$ cat config.mk
export PLATFORM = sky130hd
export DESIGN_NAME = multiplex_escrita_seq
export DESIGN_NICKNAME = d
export VERILOG_FILES = /design/src/rtl/mips_pkg.sv /design/src/rtl/strobe_edge_detect.sv /design/src/rtl/multiplex_escrita_seq.sv
export SDC_FILE = /design/constraint.sdc
export NUM_CORES = 1
export LEC_CHECK = 0
export ABC_AREA = 1
export BUFFER_PORTS_ARGS = -buffer_cell sky130_fd_sc_hd__buf_4
export CORE_ASPECT_RATIO = 1.1
export CORE_MARGIN = 4
export CORE_UTILIZATION = 49
export CTS_BUF_LIST = sky130_fd_sc_hd__clkbuf_16
export DETAILED_ROUTE_END_ITERATION = 7
export GPL_TIMING_DRIVEN = 0
export PLACE_DENSITY = 0.87
export SLEW_MARGIN = 15
export SYNTH_ARGS = -nofsm -noshare
export SYNTH_HDL_FRONTEND = slang
export SYNTH_HIERARCHICAL = 1
export SYNTH_SLANG_ARGS = --single-unit
$ cat constraint.sdc
create_clock -name clock -period 2.8 [get_ports clock]
set_clock_uncertainty 0.15 [all_clocks]
set_input_delay 0.42 -clock clock [delete_from_list [all_inputs] [get_ports clock]]
set_output_delay 0.42 -clock clock [all_outputs]
set_load 0.02 [all_outputs]
$ cat src/rtl/mips_pkg.sv
// Shared MIPS datapath types: write-back FSM states and named source indices.
package mips_pkg;

    localparam int DATA_W  = 32;

    localparam int SRC_ULA = 0;
    localparam int SRC_MEM = 1;
    localparam int SRC_IN  = 2;

    typedef enum logic [1:0] {
        IDLE    = 2'd0,
        WAIT_IN = 2'd1,
        WRITE   = 2'd2
    } wb_state_e;

    function automatic logic sel_in_range(
        input logic [31:0] sel,
        input int          n_src
    );
        return sel < 32'(n_src);
    endfunction

endpackage

$ cat src/rtl/strobe_edge_detect.sv
// Button strobe rising-edge detector; MULTIPLEX_ESCRITA_SYNC_EN adds a
// two-flop synchronizer in front of the edge detection.
module strobe_edge_detect (
    input  logic clock,
    input  logic reset,
    input  logic strobe_i,
    output logic rise_o
);

    logic level;
    logic hist_q;
    logic hist_d;

`ifdef MULTIPLEX_ESCRITA_SYNC_EN
    logic [1:0] sync_q;
    logic [1:0] sync_d;

    always_comb begin
        sync_d = {sync_q[0], strobe_i};
    end

    always_ff @(posedge clock) begin
        if (!reset) begin
            sync_q <= 2'b00;
        end else begin
            sync_q <= sync_d;
        end
    end

    assign level = sync_q[1];
`else
    assign level = strobe_i;
`endif

    // History follows the level every cycle, so a held-high strobe never
    // produces a second pulse.
    always_comb begin
        hist_d = level;
        rise_o = level & ~hist_q;
    end

    always_ff @(posedge clock) begin
        if (!reset) begin
            hist_q <= 1'b0;
        end else begin
            hist_q <= hist_d;
        end
    end

endmodule

$ cat src/rtl/multiplex_escrita_seq.sv
// Registered register-file write-back selector with external-input stall.
// Optional strobe synchronizer: MULTIPLEX_ESCRITA_SYNC_EN.
module multiplex_escrita_seq #(
    parameter  int DATA_W = mips_pkg::DATA_W,
    parameter  int N_SRC  = 4,
    parameter  int IN_IDX = mips_pkg::SRC_IN,
    localparam int SEL_W  = $clog2(N_SRC)
) (
    input  logic                    clock,
    input  logic                    reset,
    input  logic [N_SRC*DATA_W-1:0] src_data,
    input  logic [SEL_W-1:0]        mux_ESCRITA,
    input  logic                    wb_req,
    input  logic                    in_strobe,
    output logic [DATA_W-1:0]       dado_escrita,
    output logic                    wr_en,
    output logic                    stall,
    output logic                    sel_err
);

    import mips_pkg::*;

    wb_state_e         state_q;
    wb_state_e         state_d;
    logic [DATA_W-1:0] data_q;
    logic [DATA_W-1:0] data_d;
    logic              wr_en_q;
    logic              wr_en_d;
    logic              sel_err_q;
    logic              sel_err_d;

    logic              strobe_rise;
    logic [31:0]       sel_ext;
    logic              sel_ok;
    logic              sel_is_in;
    logic [DATA_W-1:0] picked;
    logic [DATA_W-1:0] in_word;

    strobe_edge_detect u_strobe (
        .clock    (clock),
        .reset    (reset),
        .strobe_i (in_strobe),
        .rise_o   (strobe_rise)
    );

    // Loop mux: an out-of-range select simply matches nothing.
    always_comb begin
        picked = '0;
        for (int k = 0; k < N_SRC; k++) begin
            if (sel_ext == 32'(k)) begin
                picked = src_data[k*DATA_W +: DATA_W];
            end
        end
    end

    always_comb begin
        sel_ext   = 32'(mux_ESCRITA);
        sel_ok    = sel_in_range(sel_ext, N_SRC);
        sel_is_in = sel_ok && (sel_ext == 32'(IN_IDX));
        in_word   = src_data[IN_IDX*DATA_W +: DATA_W];
    end

    always_comb begin
        state_d   = state_q;
        data_d    = data_q;
        wr_en_d   = 1'b0;
        sel_err_d = sel_err_q;
        stall     = 1'b0;
        unique case (state_q)
            WAIT_IN: begin
                stall = 1'b1;
                if (strobe_rise) begin
                    data_d  = in_word;
                    wr_en_d = 1'b1;
                    state_d = WRITE;
                end
            end
            IDLE, WRITE: begin
                state_d = IDLE;
                if (wb_req) begin
                    if (!sel_ok) begin
                        sel_err_d = 1'b1;
                    end else if (sel_is_in) begin
                        stall   = 1'b1;
                        state_d = WAIT_IN;
                    end else begin
                        data_d  = picked;
                        wr_en_d = 1'b1;
                        state_d = WRITE;
                    end
                end
            end
            default: begin
                state_d = IDLE;
            end
        endcase
    end

    always_ff @(posedge clock) begin
        if (!reset) begin
            state_q   <= IDLE;
            data_q    <= '0;
            wr_en_q   <= 1'b0;
            sel_err_q <= 1'b0;
        end else begin
            state_q   <= state_d;
            data_q    <= data_d;
            wr_en_q   <= wr_en_d;
            sel_err_q <= sel_err_d;
        end
    end

    assign dado_escrita = data_q;
    assign wr_en        = wr_en_q;
    assign sel_err      = sel_err_q;

endmodule
==> metrics.txt <==
Filler Cell Count 498; Synth cell types 27; Leak 2.22 nW; Min Clock Period, post-route ~2000 ps; Min-Delay Path Class in -> reg; Clock Latency Late Sink roughly 280 ps; sequential area share after synthesis about 23%; Final TNS setup 0 ps; htree depth 2; #FFs+latches synth 36; unrepaired setup endpoints after global routing no; Synth area leader dfxtp_1; Pwr Density 378 mW/mm2; row cnt 30; Max-Cap Viols 0; Max Fclk approximately 0.51 GHz; most frequent cells in the layout 175 x buf_4, 131 x nand2_1, 53 x nand3_2, 44 x nand3_1, 36 x dfxtp_1; Post-CTS Hold Fix Bufs 0; peak supply drop about 250 uV; status completed; first-pass GRT wire length 16100 um; Hold Fails Final Rpt 0; post-DR wirelength/cell around 15 um; reg2reg end dado_escrita[10]; Register Area just over 700 um2; Placed Cells 664; R2R depth 6; Max Slew Vio Count 0; Die ar. 0.00770 mm2; Worst Path Max Fanout 10; clock-pin slew on the worst setup and hold paths ~50 ps; Worst Setup SP state_q[0]; Synth Warn # 6; Initial Util around half; fin cells 672; CTS buffer count 5; Final ANT Viol Nets 0; cells taking the most area after synthesis dfxtp_1 23%, nand3_2 17%, nand2_1 16%, a21oi_2 7.3%, nand3_1 7.1%; vias in the first global route about 3500; CTS sink cnt 36; initial antenna violation count 0; Final nets between 700 and 800; Critical Path RT 2230 ps; FF-to-FF setup slack about 1200 ps; Antenna Cells 0; I/O pin count 169; area grow syn2layout 47.6%; TritonCTS clock tree done; Clock Path Buffers 2; period utilization 69.6%; CP Class reg -> out; Die Wd 84.0 um; Critical R2R Launch state_q[0]; initial DRC count roughly 150; mapped cell area around 0.0031 mm2; Total GRT Usage 25.6%; syn avg cell area roughly 7.5 um2; Root Driver clkbuf_16; DR vias approximately 3500; top cell type's share of synthesized area 23.1%; Syn Inst Count about 420; Synth Net Count 552; Routed WL 10300 um; CP endpoint stall; Core Box Area a little over 0.006 mm2; largest net degree at the start of global routing 11; post-CTS setup buffers 0; final setup violation count 0; area taken by multi-input logic gates between 0.002 and 0.0025 mm2; DR DRC count 0; GRT overflow 0; commonest non-fill, non-tap cell in the layout buf_4; layout cells sized above 1 49.7%; DRT Pass-1 Iters 5; Setup crit end kind primary output; Post-CTS Resized 0; die height 91.6 um; routability congestion estimate about 0.87; dpl hpwl a little over 8000 um; IO buf count about 170; CP startpoint kind flip-flop; vias per cell between 5 and 6; Critical Path AT approximately 1400 ps
cells in the mapped netlist, drive strengths merged:
master    n
nand2   132
nand3    98
dfxtp    36
a21oi    35
buf      31
nand3b   27
a21boi   26
inv      13
clkbuf    7
or2       6
nor2      4
clkinv    1
conb      1
o21ai     1
power breakdown:
part | switching (W) | total, W | leakage, nW | internal [W]
combinational | 0.000325 | 0.000638 | 1.85 | 0.000313
sequential | 0.0000197 | 0.000576 | 0.297 | 0.000556
clock | 0.000203 | 0.000523 | 0.0738 | 0.000320
total | 0.000548 | 0.00174 | 2.22 | 0.00119
stage by stage:
stage / util [%] / setup WS, ps / area, um2 / hold WS, ps / total power, W
after floorplan: - / 1100 / 3120 / 363 / 0.000939
after global placement: 72.5 / 997 / 4460 / 290 / 0.00121
after detailed placement: 72.5 / 989 / 4460 / 293 / 0.00122
after CTS: 74.7 / 850 / 4600 / 198 / 0.00174
after global routing: 74.7 / 786 / 4600 / 207 / 0.00181
final: 74.7 / 851 / 4600 / 197 / 0.00174
how the worst min path moves through the flow:
| stage | start | endpoint | slack [ps] | cells after the start |
|---|---|---|---|---|
| after floorplan | in_strobe | u_strobe/hist_q | 360 | 2 |
| after global placement | dado_escrita[4] | dado_escrita[4] | 290 | 2 |
| after detailed placement | dado_escrita[1] | dado_escrita[1] | 290 | 2 |
| after CTS | in_strobe | u_strobe/hist_q | 200 | 3 |
| after global routing | in_strobe | u_strobe/hist_q | 210 | 3 |
| final | in_strobe | u_strobe/hist_q | 200 | 3 |
per-layer routing:
layer	wire (um)	global-route usage, %
met1	3870	28.2
met2	5450	47.8
met3	672	5.12
met4	342	9.65
met5	0	0
worst max-delay path: stages (launching register included):
cell and delay, ps:
dfxtp_1 310, buf_4 170, inv_2 90, buf_2 190, o21ai_0 170, buf_4 180
logic make-up after synthesis:
group	Yosys count	synth area share, %
AOI/OAI and AO/OA	62	15.5
buffers and inverters	52	11.7
DFF	36	23.1
other	1	0.120
and+or+nand+nor	267	49.5
registers in the layout, indices dropped and copies added, names as in the netlist:
| signal | cells |
|---|---|
| dado_escrita | 32 |
| wr_en | 1 |
| u_strobe/hist_q | 1 |
| state_q | 2 |
final cells by class:
type,count,share of cell area [%]
timing repair buffer,166,27.1
buffer,38,6.80
clock inverter,3,0.245
multi-input combinational,330,44.1
sequential,36,15.7
inverter,14,1.14
clock buffer,5,2.72
tap,80,2.18
(Power assumes the default switching activity.)
